$ cat config.mk
export PLATFORM = sky130hd
export DESIGN_NAME = apb_req_master
export DESIGN_NICKNAME = d
export VERILOG_FILES = /design/src/rtl/apb_req_master.sv
export SDC_FILE = /design/constraint.sdc
export NUM_CORES = 1
export LEC_CHECK = 0
export ABC_CLOCK_PERIOD_IN_PS = 3700
export BUFFER_PORTS_ARGS = -buffer_cell sky130_fd_sc_hd__buf_2
export CAP_MARGIN = 20
export CORE_ASPECT_RATIO = 0.75
export CORE_MARGIN = 2
export CORE_UTILIZATION = 35
export DETAILED_ROUTE_END_ITERATION = 12
export GPL_TIMING_DRIVEN = 0
export PLACE_DENSITY = 0.62
export SKIP_CTS_REPAIR_TIMING = 1
export SLEW_MARGIN = 30
export SYNTH_ARGS = -nofsm -noshare
export SYNTH_HDL_FRONTEND = slang
export SYNTH_SLANG_ARGS = --single-unit
$ cat constraint.sdc
create_clock -name clk -period 3.7 [get_ports clk]
set_input_delay 1.11 -clock clk [delete_from_list [all_inputs] [get_ports clk]]
set_output_delay 1.11 -clock clk [all_outputs]
set_load 0.1 [all_outputs]
$ cat src/rtl/apb_req_master.sv
// APB requester: converts a valid/ready command stream into APB SETUP/ACCESS transfers,
// with a one-entry lookahead for back-to-back transfers and an ACCESS abort timer.
module apb_req_master #(
    parameter int ADDR_WIDTH = 32,
    parameter int DATA_WIDTH = 32,
    parameter int TIMEOUT    = 16
) (
    input  logic                      clk,
    input  logic                      rst_n,
    input  logic                      cmd_valid,
    output logic                      cmd_ready,
    input  logic                      cmd_write,
    input  logic [ADDR_WIDTH-1:0]     cmd_addr,
    input  logic [DATA_WIDTH-1:0]     cmd_wdata,
    input  logic [DATA_WIDTH/8-1:0]   cmd_strobe,
    output logic                      rsp_valid,
    output logic [DATA_WIDTH-1:0]     rsp_rdata,
    output logic                      rsp_slverr,
    output logic                      rsp_timeout,
    output logic                      busy,
    output logic                      sel,
    output logic                      enable,
    output logic                      write,
    output logic [ADDR_WIDTH-1:0]     addr,
    output logic [DATA_WIDTH-1:0]     wdata,
    output logic [DATA_WIDTH/8-1:0]   strobe,
    output logic                      trnsfr,
    input  logic                      ready,
    input  logic [DATA_WIDTH-1:0]     rdata,
    input  logic                      slverr
);

    localparam int STRB_WIDTH = DATA_WIDTH / 8;
    localparam int CNT_WIDTH  = (TIMEOUT > 0) ? $clog2(TIMEOUT + 1) : 1;
    localparam logic [CNT_WIDTH-1:0] CNT_LIMIT = CNT_WIDTH'(TIMEOUT);
    localparam bit TIMEOUT_EN = (TIMEOUT != 0);

    typedef enum logic [1:0] {
        IDLE,
        SETUP,
        ACCESS
    } state_t;

    state_t state;
    state_t state_next;

    logic                  cur_write;
    logic [ADDR_WIDTH-1:0] cur_addr;
    logic [DATA_WIDTH-1:0] cur_wdata;
    logic [STRB_WIDTH-1:0] cur_strobe;

    logic                  nxt_valid;
    logic                  nxt_write;
    logic [ADDR_WIDTH-1:0] nxt_addr;
    logic [DATA_WIDTH-1:0] nxt_wdata;
    logic [STRB_WIDTH-1:0] nxt_strobe;

    logic [CNT_WIDTH-1:0]  wait_cnt;

    logic in_access;
    logic accept;
    logic abort;
    logic done;
    logic load_cur;
    logic load_nxt;

    // cmd_ready is gated by reset so every output reads 0 while reset is held
    assign cmd_ready = rst_n & ~nxt_valid;

    always_comb begin
        in_access = (state == ACCESS);
        accept    = cmd_valid & cmd_ready;
        abort     = TIMEOUT_EN & in_access & ~ready & (wait_cnt == CNT_LIMIT);
        done      = in_access & (ready | abort);
        // cur is empty exactly when IDLE; it frees up on completion if no lookahead waits
        load_cur  = accept & ((state == IDLE) | (done & ~nxt_valid));
        load_nxt  = accept & ~load_cur;
    end

    always_comb begin
        state_next = state;
        case (state)
            IDLE:    if (accept) state_next = SETUP;
            SETUP:   state_next = ACCESS;
            ACCESS:  if (done) state_next = (nxt_valid | accept) ? SETUP : IDLE;
            default: state_next = IDLE;
        endcase
    end

    always_comb begin
        sel    = 1'b0;
        enable = 1'b0;
        write  = 1'b0;
        addr   = '0;
        wdata  = '0;
        strobe = '0;
        trnsfr = 1'b0;
        busy   = (state != IDLE) | nxt_valid;
        if (state != IDLE) begin
            sel    = 1'b1;
            enable = in_access;
            write  = cur_write;
            addr   = cur_addr;
            wdata  = cur_wdata;
            strobe = cur_strobe;
            trnsfr = in_access & (nxt_valid | cmd_valid);
        end
    end

    always_ff @(posedge clk or negedge rst_n) begin
        if (!rst_n) begin
            state <= IDLE;
        end else begin
            state <= state_next;
        end
    end

    always_ff @(posedge clk or negedge rst_n) begin
        if (!rst_n) begin
            cur_write  <= 1'b0;
            cur_addr   <= '0;
            cur_wdata  <= '0;
            cur_strobe <= '0;
            nxt_valid  <= 1'b0;
            nxt_write  <= 1'b0;
            nxt_addr   <= '0;
            nxt_wdata  <= '0;
            nxt_strobe <= '0;
        end else begin
            if (load_cur) begin
                cur_write  <= cmd_write;
                cur_addr   <= cmd_addr;
                cur_wdata  <= cmd_wdata;
                cur_strobe <= cmd_strobe;
            end else if (done && nxt_valid) begin
                cur_write  <= nxt_write;
                cur_addr   <= nxt_addr;
                cur_wdata  <= nxt_wdata;
                cur_strobe <= nxt_strobe;
            end
            if (load_nxt) begin
                nxt_valid  <= 1'b1;
                nxt_write  <= cmd_write;
                nxt_addr   <= cmd_addr;
                nxt_wdata  <= cmd_wdata;
                nxt_strobe <= cmd_strobe;
            end else if (done) begin
                nxt_valid  <= 1'b0;
            end
        end
    end

    always_ff @(posedge clk or negedge rst_n) begin
        if (!rst_n) begin
            wait_cnt <= '0;
        end else if (!in_access || done) begin
            wait_cnt <= '0;
        end else if (!ready && wait_cnt != '1) begin
            wait_cnt <= wait_cnt + 1'b1;
        end
    end

    always_ff @(posedge clk or negedge rst_n) begin
        if (!rst_n) begin
            rsp_valid   <= 1'b0;
            rsp_rdata   <= '0;
            rsp_slverr  <= 1'b0;
            rsp_timeout <= 1'b0;
        end else begin
            rsp_valid   <= done;
            rsp_rdata   <= (done && ready && !cur_write) ? rdata : '0;
            rsp_slverr  <= abort | (done & ready & slverr);
            rsp_timeout <= abort;
        end
    end

endmodule
==> flow_summary.yaml <==
run_status:
  outcome: "completed"
clock_tree:
  clk_latency_ps: 430
  cts_tree: "built"
  clockRootBuffer: "clkbuf_16"
  htree_levels: 4
  clock_sinks: 181
  cts_buffer_depth: 2
  clk_pin_slew_worst_paths_ps: 60
  numCtsBuffers: 17
layout:
  drive_above_1_share_pct: 50.6
  final_common_cell: "buf_2"
  layout_common_cells: "232 x buf_2, 181 x dfrtp_1, 137 x mux2_2"
  nets: 908
  stdcell_area_mm2: 0.0100
  syn_to_final_growth_pct: 26.5
place:
  place_ws_ps: -63.7
  port-buffer-count: 214
  place_area_mm2: 0.00943
  dp_hpwl_um: 12500
  gp_congestion: 0.722
global_routing:
  first_global_vias: 5177
  antenna_found_initial: 2
  grt_remaining_overflow: 0
  grt_max_degree: 84
  grt_first_pass_wirelength_um: 28200
  grtUsageTotal_pct: 15.5
detailed_routing:
  met1_length_um: 8080
  drtAntennaViolNets: 0
  first_pass_iters: 6
  first_iter_violations: 255
  met2_length_um: 7800
  met3_length_um: 1470
  routed-via-count: 5042
  routed_wl_um: 17500
  drc: 0
  top_layer_used: "met5"
  wire_per_inst_um: 15.9
  vias_per_cell: 4.56
die:
  start_util_pct: 35.8
  die_h_um: 134
  die_w_um: 178
  dieArea_mm2: 0.0239
  core_area_mm2: 0.0221
  rows: 47
  ios: 215
sta:
  clock_skew_ps: 13.2
  slew_viol_final: 0
  fin_crit_sh_pct: 94.0
  setup_viol: 0
  worst_pin_slew_ps: 881
  setup_ws_ps: 223
  relSlewSlack_pct: 40.8
  rsz0062_at_grt: "false"
  min_period_ps: 3480
  hold_viol: 0
  max_freq_mhz: 288
worst_setup_path:
  cp-end-kind: "primary output"
  crit_start: "rst_n"
  worstRegToRegCells: 8
  required_ps: 2590
  crit_type: "primary input to primary output"
  rr_endpoint: "nxt_addr[26]$_DFFE_PN0P_"
  critPathArrivalTime_ps: 2370
  r2r-start: "wait_cnt[0]$_DFFE_PN0P_"
  reg2reg_slack_ps: 1210
  start_kind: "primary input"
  crit_fanout: 83
worst_hold_path:
  min_from: "nxt_addr[29]$_DFFE_PN0P_"
  min_to: "nxt_addr[29]$_DFFE_PN0P_"
  hold_path_depth: 1
  min_path_type: "flip-flop to flip-flop"
synth:
  yosysWarnings: 0
  ys_ff_latch: 181
  async_flop_share_pct: 100
  post_synth_num_cell_types: 28
  synth_edf_count: 0
  netlist_instances: 565
  synthesis.nets: 674
  synth.avg_cell_area_um2: 14.0
  syn_area_mm2: 0.00792
  yosysSeqAreaShare_pct: 57.2
  synth_flop_cell: "dfrtp_1"
flow_run:
  drv_cap: 0
worst max-delay path by stage:
stage,to,depth (start not counted)
2_1_floorplan,addr[20],4
3_3_place_gp,nxt_addr[30]$_DFFE_PN0P_,7
3_5_place_dp,nxt_addr[26]$_DFFE_PN0P_,8
4_1_cts,wdata[7],5
5_1_grt,cmd_ready,4
6_report,cmd_ready,4
registers in the layout, summed over array words and instances, names as in the netlist, 2 cells and up:
signal      flops
cur_strobe      4
cur_addr       32
cur_wdata      32
nxt_wdata      32
wait_cnt        5
rsp_rdata      32
nxt_strobe      4
nxt_addr       32
state           2
metal layers:
layer,global-route usage [%],vias up
met5,0,-
met4,4.14,2
met3,5.87,14
met2,23.2,168
met1,21.1,2447
li1,-,2411
final cells by class:
cell class | instances | area (um2)
Tap cell | 294 | 368
Clock buffer | 18 | 439
Fill cell | 2114 | 12100
Sequential cell | 181 | 4530
Inverter | 5 | 18.8
Antenna cell | 1 | 2.50
Buffer | 31 | 153
Clock inverter | 12 | 145
Timing Repair Buffer | 216 | 1140
Multi-Input combinational cell | 347 | 3220
through the flow:
stage	TNS [ps]	hold WS, ps	util (%)	cells
6_report	0	485	45.3	1105
5_1_grt	0	515	45.3	1104
4_1_cts	-530	490	45.3	1105
3_5_place_dp	-517	475	42.6	1075
3_3_place_gp	-635630	468	42.3	1073
2_1_floorplan	0	450	-	565
kinds of logic (layout without fill, tap and decap cells):
group                    after synthesis  count (layout)  share of synthesized area (%)
multiplexers                         209             209                           29.7
flip-flops                           181             181                           57.2
AND/OR/NAND/NOR                      126             126                           9.64
buffers and inverters                 37             282                           2.16
AO/OA/AOI/OAI                          6               6                          0.521
adder cells (fa/ha/maj)                3               3                          0.474
XOR/XNOR                               3               3                          0.332
other                                  0               1                              0
synth_stat cells (2+ instances only):
cell type	instances	share of area, %
mux2i_1	2	0.25
nor2_1	10	0.47
mux2_1	70	10
buf_2	20	1.3
nor3_1	2	0.13
and2_1	101	8.0
dfrtp_1	181	57
clkbuf_1	11	0.52
nand2_1	4	0.19
nor2b_1	2	0.16
mux2_2	137	19
inv_1	4	0.19
o21ai_0	3	0.19
ha_1	3	0.47
xor2_1	2	0.22
worst max-delay path, stage by stage:
cell and delay, ps:
buf_8 230, buf_16 350, nor2b_2 260, clkbuf_4 350
Power is not shown: default switching activity piles up to over one toggle a cycle in this logic, so the estimate is an artifact.
